<file path="config.mk">
export PLATFORM = sky130hd
export DESIGN_NAME = prio_event_encoder
export DESIGN_NICKNAME = d
export VERILOG_FILES = /design/src/rtl/prio_event_encoder.sv
export SDC_FILE = /design/constraint.sdc
export NUM_CORES = 1
export LEC_CHECK = 0
export CAP_MARGIN = 20
export CORE_ASPECT_RATIO = 0.6
export CORE_MARGIN = 2
export CORE_UTILIZATION = 50
export CTS_CLUSTER_DIAMETER = 200
export DETAILED_ROUTE_END_ITERATION = 7
export DONT_BUFFER_PORTS = 1
export GPL_TIMING_DRIVEN = 0
export PLACE_DENSITY_LB_ADDON = 0.12
export SLEW_MARGIN = 30
export SYNTH_ARGS = -nofsm -noshare
export SYNTH_HDL_FRONTEND = slang
export SYNTH_SLANG_ARGS = --single-unit
export TNS_END_PERCENT = 50
</file>
<file path="constraint.sdc">
create_clock -name clk -period 5.4 [get_ports clk]
set_clock_uncertainty 0.1 [all_clocks]
set_input_delay 0.81 -clock clk [delete_from_list [all_inputs] [get_ports clk]]
set_output_delay 0.81 -clock clk [all_outputs]
set_load 0.02 [all_outputs]
</file>
<file path="src/rtl/prio_event_encoder.sv">
// Registered N-channel event priority encoder: sticky pending capture, fixed or round-robin
// selection, valid/ready output stage. Define PRIO_EVT_COALESCE_CNT_EN to add coalesce_cnt.
module prio_event_encoder #(
  parameter int N = 16,
  localparam int IDX_W = $clog2(N)
) (
  input  logic             clk,
  input  logic             rst,
  input  logic [N-1:0]     req_in,
  input  logic [N-1:0]     mask_in,
  input  logic             rr_mode,
  input  logic             out_ready,
  output logic             out_valid,
  output logic [IDX_W-1:0] out_idx,
  output logic [N-1:0]     pending,
  output logic             pend_any
`ifdef PRIO_EVT_COALESCE_CNT_EN
  ,
  output logic [7:0]       coalesce_cnt
`endif
);

  typedef enum logic {
    EMPTY = 1'b0,
    FULL  = 1'b1
  } state_t;

  state_t           state_reg, state_next;
  logic [N-1:0]     pending_reg, pending_next;
  logic [N-1:0]     eligible, below_last, clr;
  logic [IDX_W-1:0] out_idx_reg, out_idx_next;
  logic [IDX_W-1:0] last_reg, last_next;
  logic [IDX_W-1:0] fix_sel, low_sel, sel;
  logic             low_hit, load;
  logic             pend_any_reg;

  function automatic logic [IDX_W-1:0] highest(input logic [N-1:0] v);
    highest = '0;
    for (int i = 0; i < N; i++) begin
      if (v[i]) highest = IDX_W'(i);
    end
  endfunction

  assign eligible = pending_reg & mask_in;

  // Set wins over clear so a pulse landing in its own load cycle is served again.
  generate
    for (genvar gi = 0; gi < N; gi++) begin : g_chan
      assign below_last[gi]   = (IDX_W'(gi) < last_reg);
      assign pending_next[gi] = (pending_reg[gi] & ~clr[gi]) | req_in[gi];
    end
  endgenerate

  // Round-robin: highest eligible index below last, else wrap to the highest overall
  // (which is then necessarily >= last).
  assign fix_sel = highest(eligible);
  assign low_sel = highest(eligible & below_last);
  assign low_hit = |(eligible & below_last);
  assign sel     = (rr_mode && low_hit) ? low_sel : fix_sel;

  always_comb begin
    state_next   = state_reg;
    out_idx_next = out_idx_reg;
    last_next    = last_reg;
    clr          = '0;
    load         = (state_reg == EMPTY) || out_ready;
    if (load) begin
      if (|eligible) begin
        state_next   = FULL;
        out_idx_next = sel;
        last_next    = sel;
        clr[sel]     = 1'b1;
      end else begin
        state_next = EMPTY;
      end
    end
  end

  always_ff @(posedge clk) begin
    if (rst) begin
      state_reg    <= EMPTY;
      pending_reg  <= '0;
      out_idx_reg  <= '0;
      last_reg     <= '0;
      pend_any_reg <= 1'b0;
    end else begin
      state_reg    <= state_next;
      pending_reg  <= pending_next;
      out_idx_reg  <= out_idx_next;
      last_reg     <= last_next;
      pend_any_reg <= |pending_next;
    end
  end

  assign out_valid = (state_reg == FULL);
  assign out_idx   = out_idx_reg;
  assign pending   = pending_reg;
  assign pend_any  = pend_any_reg;

`ifdef PRIO_EVT_COALESCE_CNT_EN
  logic [7:0] coalesce_cnt_reg;
  logic       merged;

  // An event is lost when it hits an already-pending bit that is not cleared this cycle.
  assign merged = |(req_in & pending_reg & ~clr);

  always_ff @(posedge clk) begin
    if (rst) begin
      coalesce_cnt_reg <= '0;
    end else if (merged && (coalesce_cnt_reg != 8'hFF)) begin
      coalesce_cnt_reg <= coalesce_cnt_reg + 8'd1;
    end
  end

  assign coalesce_cnt = coalesce_cnt_reg;
`endif

endmodule

</file>
# [Yosys cells after proc, flatten, opt, wreduce, memory -nomap -nowiden]
# Cells that the tools add are included.
[word_totals] latch_bits=0 output_inout_bits=22 reg_bits=22 word_cells=116 mem_bits_rw=0 input_bits=36 romBits=0 n_memories=0
[classes] shifts=0 bitwise_logic=51 n_addsub=0 eq_ne=0 n_mux=36 reduce_logical=7 div=0 multipliers=0 order_cmp=18
[ops] cell="$mux W4" count=29
[ops] cell="$reduce_or A16 Y1" count=3
[ops] cell="$and A16 B16 Y16" count=2
[ops] cell="$lt A4 B4 Y1 const A" count=8
[ops] cell="$mux W16" count=2
[ops] cell="$not A1 Y1" count=17
[ops] cell="$and A1 B1 Y1" count=16
[ops] cell="$lt A3 B4 Y1 const A" count=4
[ops] cell="$or A1 B1 Y1" count=16
[ops] cell="$lt A1 B4 Y1 const A" count=2
[ops] cell="$lt A2 B4 Y1 const A" count=2
[ops] cell="$lt A4 B5 Y1 const B" count=1
[ops] cell="$demux W1 S4" count=1
[ops] cell="$ge A4 B1 Y1 const B" count=1
[ops] cell="$mux W1" count=4
[ops] cell="$logic_and A1 B1 Y1" count=2
[ops] cell="$reduce_and A2 Y1" count=1
[ops] cell="$logic_or A1 B1 Y1" count=1

# [Logic depth before layout (Yosys ltp)]
[logic_depth] depth_word=28 mapped_depth=11 mapped_depth_nobuf=9

# [Least setup slack after synthesis]
# OpenSTA, ideal clock, no wires.
[synth_path] kind="in2reg" from="input port mask_in[12]" to="register pend_any_reg (netlist: pend_any)" n_path_buf=1 arrival_time_ps=2948 setup_ps=133 setup_slack_ps=2219 required_ps=5167 cell_stages=10 path_cell_list="a22oi_1 -> o21ai_0 -> a211oi_2 -> a41oi_4 -> or3_1 -> buf_2 -> a211o_1 -> a21oi_2 -> and4_1 -> a31oi_1"
[synth_between] elab_chain_len=17 word_cells_on_any_way=70 classes_between="2 x order compare; 13 x mux; 50 x bitwise; 5 x reduce/logical"
[synth_rtl] item="start, declared" line_no="10" rtl="input logic [N-1:0] mask_in,"
[synth_rtl] item="$and A16 B16 Y16 *" line_no="44" rtl="assign eligible = pending_reg & mask_in;"
[synth_rtl] item="$and A16 B16 Y16" line_no="57, 58"
[synth_rtl] item="$mux W4 (4 in series)" line_no="40" rtl="if (v[i]) highest = IDX_W'(i);"
[synth_rtl] item="$mux W4" line_no="59" rtl="assign sel = (rr_mode && low_hit) ? low_sel : fix_sel;"
[synth_rtl] item="$lt A4 B5 Y1 (not written as such) / $ge A4 B1 Y1 (equally long branches)" line_no="72" rtl="clr[sel] = 1'b1;"
[synth_rtl] item="$logic_and A1 B1 Y1 (not written as such)" line_no="72"
[synth_rtl] item="$mux W1 (not written as such)" line_no="72"
[synth_rtl] item="$demux W1 S4" line_no="72"
[synth_rtl] item="$mux W16 *" line_no="68" rtl="if (|eligible) begin"
[synth_rtl] item="$mux W16 *" line_no="67" rtl="if (load) begin"
[synth_rtl] item="$not A1 Y1" line_no="50" rtl="assign pending_next[gi] = (pending_reg[gi] & ~clr[gi]) | req_in[gi];"
[synth_rtl] item="$and A1 B1 Y1" line_no="50"
[synth_rtl] item="$or A1 B1 Y1" line_no="50"
[synth_rtl] item="$reduce_or A16 Y1 *" line_no="91" rtl="pend_any_reg <= |pending_next;"
[synth_rtl] item="end signal, assigned" line_no="91"
[synth_rtl] item="end, declared" line_no="35" rtl="logic pend_any_reg;"
# Every way passes the cells marked *; elsewhere a longest branch is shown, timed or not.
# A chain may end at the register's enable or synchronous reset.

# [Worst setup path after layout]
[layout_path] from="register last_reg[1]" to="register pend_any_reg (netlist: pend_any)"
[layout_between] elab_chain_len=28 word_cells_on_any_way=91 classes_between="18 x order compare; 20 x mux; 49 x bitwise; 4 x reduce/logical"
[layout_rtl] item="start, declared" line_no="32" rtl="logic [IDX_W-1:0] last_reg, last_next;"
[layout_rtl] item="start signal, assigned" line_no="90" rtl="last_reg <= last_next;"
[layout_rtl] item="$lt A1 B4 Y1" line_no="49" rtl="assign below_last[gi] = (IDX_W'(gi) < last_reg);"
[layout_rtl] item="$and A16 B16 Y16 *" line_no="57, 58"
[layout_rtl] item="$mux W1" line_no="40"
[layout_rtl] item="$mux W4 (14 in series)" line_no="40"
[layout_rtl] item="$mux W4 *" line_no="59"
[layout_rtl] item="$lt A4 B5 Y1 (not written as such) / $ge A4 B1 Y1 (equally long branches)" line_no="72"
[layout_rtl] item="$logic_and A1 B1 Y1 (not written as such)" line_no="72"
[layout_rtl] item="$mux W1 (not written as such)" line_no="72"
[layout_rtl] item="$demux W1 S4 *" line_no="72"
[layout_rtl] item="$mux W16 *" line_no="68"
[layout_rtl] item="$mux W16 *" line_no="67"
[layout_rtl] item="$not A1 Y1" line_no="50"
[layout_rtl] item="$and A1 B1 Y1" line_no="50"
[layout_rtl] item="$or A1 B1 Y1" line_no="50"
[layout_rtl] item="$reduce_or A16 Y1 *" line_no="91"
# Marks and branches as above.

==> PnR_summary.wiki <==
{| class="wikitable"
! Metric !! Value
|-
| Outcome || finished clean
|-
| Hold Crit Depth || 2
|-
| Number of port buffers || 0
|-
| Synthesis-stage register bit count || 22
|-
| Final Critical Period || 3.87 ns
|-
| Reg2reg end || pend_any$_SDFF_PP0_
|-
| Worst reg2reg path startpoint || last_reg[1]$_SDFFE_PP0P_
|-
| PwrDens || 329 mW/mm^2
|-
| Slowest cell on the critical path || sky130_fd_sc_hd__a2111oi_0
|-
| Met3 Wirelength || 792 um
|-
| Number of endpoints failing setup at the final stage || 0
|-
| Req. time, crit path || between 5 and 6 ns
|-
| Largest net degree at the start of global routing || 14
|-
| Number of distinct library cells after synthesis || 57
|-
| Highest signal layer in the routed design || met4
|-
| TritonCTS clock tree || yes
|-
| HPWL after detailed placement || between 4 and 5 mm
|-
| Fin crit share || 71.6%
|-
| Post-synthesis sequential area ratio || between 20% and 30%
|-
| CTS Root Buffer Type || sky130_fd_sc_hd__clkbuf_8
|-
| Async set-or-reset flop fraction in the synthesized netlist || 0%
|-
| Final worst hold slack || 0.502 ns
|-
| Setup Crit Path Kind || reg2reg
|-
| First-pass DRT Iterations || 5
|-
| Post-Syn Nets || 255
|-
| Max-Slew Margin vs Limit || 49.4%
|-
| Delay-heaviest family, CP || compound AO/OA/AOI/OAI gates
|-
| Critical path peak fanout || 10
|-
| Count of pins on the block boundary || 58
|-
| Leading area contributor after synthesis || sky130_fd_sc_hd__dfxtp_1
|-
| Number of hold-slack violations in the final timing report || 0
|-
| Gp weighted congestion || 1.01
|-
| Hold wc startpoint || pending[6]$_SDFF_PP0_
|-
| Number of rows created at floorplan || 16
|-
| Hold endpoint || pending[6]$_SDFF_PP0_
|-
| Synth-to-layout area growth || 7.62%
|-
| Chip width || 78.7 um
|-
| Prevailing post-synth register cell || sky130_fd_sc_hd__dfxtp_1
|-
| Number of antenna diodes || 0
|-
| WL met1 || 2.54 mm
|-
| Residual DRC count || 0
|-
| Clock Sink Count || 22
|-
| CORE AREA || 0.00322 mm^2
|-
| Buffering stage count on the worst path with inverters included || 1
|-
| Mean cell area of the mapped netlist || 7.64 um^2
|-
| Vias in the first global route || between 1500 and 2000
|-
| Yosys warnings || 0
|-
| Remaining Overflow, GRT || 0
|-
| Proportion of layout cells with a drive suffix above 1 || between 10% and 20%
|-
| Number of buffers inserted during clock tree synthesis || 3
|-
| Type of element capturing the critical path || flip-flop
|-
| Avg Vias per Cell || between 7 and 8
|-
| Buffers inserted by post-CTS timing repair || 0
|-
| Number of instances in the synthesized netlist || 219
|-
| Crit start category || flip-flop
|-
| Ranking of synthesized cells by area || sky130_fd_sc_hd__dfxtp_1, sky130_fd_sc_hd__nor2_1, sky130_fd_sc_hd__a21oi_1, sky130_fd_sc_hd__o211ai_1, sky130_fd_sc_hd__nand2_1
|-
| Drt initial violations || 228
|-
| Largest register FFs || 16
|-
| First-pass GRT wire length || 9.25 mm
|-
| Number of maximum-capacitance constraint violations || 0
|-
| Post-synthesis instance area || ~0.0017 mm^2
|-
| Stages on worst setup path || 10
|-
| Starting density of the core || 51.9%
|-
| Commonest cells post-synth || sky130_fd_sc_hd__nor2_1, sky130_fd_sc_hd__dfxtp_1, sky130_fd_sc_hd__a21oi_1, sky130_fd_sc_hd__nand2_1, sky130_fd_sc_hd__inv_1
|-
| Max-slew violation count || 0
|-
| Final-stage net count || 260
|-
| Most common cell in the synthesized netlist || sky130_fd_sc_hd__nor2_1
|-
| Worst reg-to-reg setup slack || 1.53 ns
|-
| Peak supply drop || ~150 uV
|-
| Share of Yosys cell area claimed by the top area cell type || 26.3%
|-
| Vertical die dimension || 48.8 um
|-
| Number of enable-type register cells in the synthesized netlist || 0
|-
| Antenna viol nets, final || 0
|-
| CTS Hold Bufs || 0
|-
| Met2 routed WL || 2.59 mm
|-
| Floorplan die area || 0.00384 mm^2
|-
| Wire length reported by the detailed router || between 5 and 6 mm
|-
| Post-route setup TNS || 0 ns
|-
| Post-cts resize count || 0
|-
| Insertion delay to the later sink of the worst-skew pair || 0.27 ns
|-
| Layout fillers || between 300 and 400
|-
| Number of antenna violations at the first check in global routing || 0
|-
| Worst stage delay on the critical path || 0.62 ns
|-
| Utilization of the core after routing || between 50% and 60%
|-
| Class of the tightest hold or removal check || reg2reg
|-
| Worst slew pin tran || ~0.75 ns
|-
| Achievable clock frequency || 259 MHz
|-
| Unrepaired setup endpoints after global routing || false
|-
| H-tree depth || 1
|-
| Arr. time, crit path || just under 4 ns
|-
| Maximum number of buffers from clock root to sink || 2
|-
| List of cells traversed by the critical path || buf_2 > a311oi_1 > or3_4 > a211oi_1 > o21ai_1 > a211oi_2 > o211ai_1 > a2111oi_0 > and4_1 > a31oi_1
|-
| Worst r2r path cells || 10
|-
| Average wire per standard cell || 22.2 um
|-
| Overall global routing resource usage || 31.4%
|-
| Worst-path clk slew || about 0.090 ns
|-
| Total number of vias || 1918
|-
| Leak Pwr || 0.650 nW
|}
-- cell families (layout without fill, tap and decap cells) --
kind of cell,Yosys count,count (layout),synth area share [%]
compound gates,91,91,41.6
simple gates,84,84,25.6
flops,22,22,26.3
buf+inv,20,24,5.08
mux,2,2,1.49
-- layout by cell type, fill, tap and decap left out, types with 2 or more instances in the layout --
master                      instances
sky130_fd_sc_hd__clkbuf_8           3
sky130_fd_sc_hd__a221oi_1           3
sky130_fd_sc_hd__o21bai_1           2
sky130_fd_sc_hd__a32o_1             2
sky130_fd_sc_hd__nor3_1             6
sky130_fd_sc_hd__and4_1             3
sky130_fd_sc_hd__nor4_1             2
sky130_fd_sc_hd__nand4_1            6
sky130_fd_sc_hd__a21oi_1           19
sky130_fd_sc_hd__buf_2              5
sky130_fd_sc_hd__a31oi_1            5
sky130_fd_sc_hd__a2111oi_0          2
sky130_fd_sc_hd__a311oi_1           2
sky130_fd_sc_hd__o21ai_0            4
sky130_fd_sc_hd__or4_1              2
sky130_fd_sc_hd__a22oi_1            3
sky130_fd_sc_hd__a211o_1            2
sky130_fd_sc_hd__a22o_1             6
sky130_fd_sc_hd__nand3_1           10
sky130_fd_sc_hd__or2_2              3
sky130_fd_sc_hd__inv_1             12
sky130_fd_sc_hd__a211oi_1           4
sky130_fd_sc_hd__o21ai_1            4
sky130_fd_sc_hd__nand2_1           17
sky130_fd_sc_hd__and3b_1            2
sky130_fd_sc_hd__nor2_1            26
sky130_fd_sc_hd__a41oi_1            3
sky130_fd_sc_hd__dfxtp_1           22
sky130_fd_sc_hd__a211oi_2           2
sky130_fd_sc_hd__clkbuf_1           2
sky130_fd_sc_hd__o211ai_1           9
sky130_fd_sc_hd__o2111ai_1          3
-- final cells by class --
type	count	area, um^2	area share, %
multi-input cells	177	1150	63.7
flip-flops and latches	22	440	24.4
well taps	45	56.3	3.12
inverters	12	45.0	2.50
clock buffers	3	41.3	2.29
plain buffers	8	40.0	2.22
clock inverters	1	30.0	1.67
-- power by group --
| part | switching (W) | leakage (nW) | internal (W) |
|---|---|---|---|
| Clock | 0.0000581 | 0.0357 | 0.0000991 |
| Sequential | 0.0000479 | 0.184 | 0.000178 |
| Combinational | 0.000134 | 0.430 | 0.0000752 |
-- layer usage --
layer  vias to the layer above  track usage [%]
li1                        876                -
met1                       914             46.5
met2                       122             46.6
met3                         6             8.89
met4                         0             4.39
met5                         -                0
-- stage by stage --
| stage | instance area [um^2] | instances | setup WS [ns] | total power [W] |
|---|---|---|---|---|
| final | 1800 | 268 | 1.53 | 0.000593 |
| after global routing | 1800 | 268 | 1.31 | 0.000624 |
| after CTS | 1800 | 268 | 1.65 | 0.000587 |
| after detailed placement | 1730 | 264 | 1.45 | 0.000432 |
| after global placement | 1730 | 264 | 1.59 | 0.000427 |
| after floorplan | 1670 | 219 | 2.22 | 0.000377 |
-- worst max path at each step --
stage                        startpoint                  end  slack [ns]
4_1_cts        last_reg[1]$_SDFFE_PP0P_  pend_any$_SDFF_PP0_        1.65
5_1_grt        last_reg[1]$_SDFFE_PP0P_  pend_any$_SDFF_PP0_        1.31
2_1_floorplan               mask_in[12]  pend_any$_SDFF_PP0_        2.22
3_3_place_gp                mask_in[12]  pend_any$_SDFF_PP0_        1.59
3_5_place_dp                mask_in[12]  pend_any$_SDFF_PP0_        1.45
6_report       last_reg[1]$_SDFFE_PP0P_  pend_any$_SDFF_PP0_        1.53
-- tightest hold or removal path, cell delays in order (launching register included) --
cell and delay, ns:
sky130_fd_sc_hd__dfxtp_1 0.41, sky130_fd_sc_hd__nand2_1 0.09, sky130_fd_sc_hd__a21oi_1 0.06
Note: power is estimated with default switching activity, not from simulation.
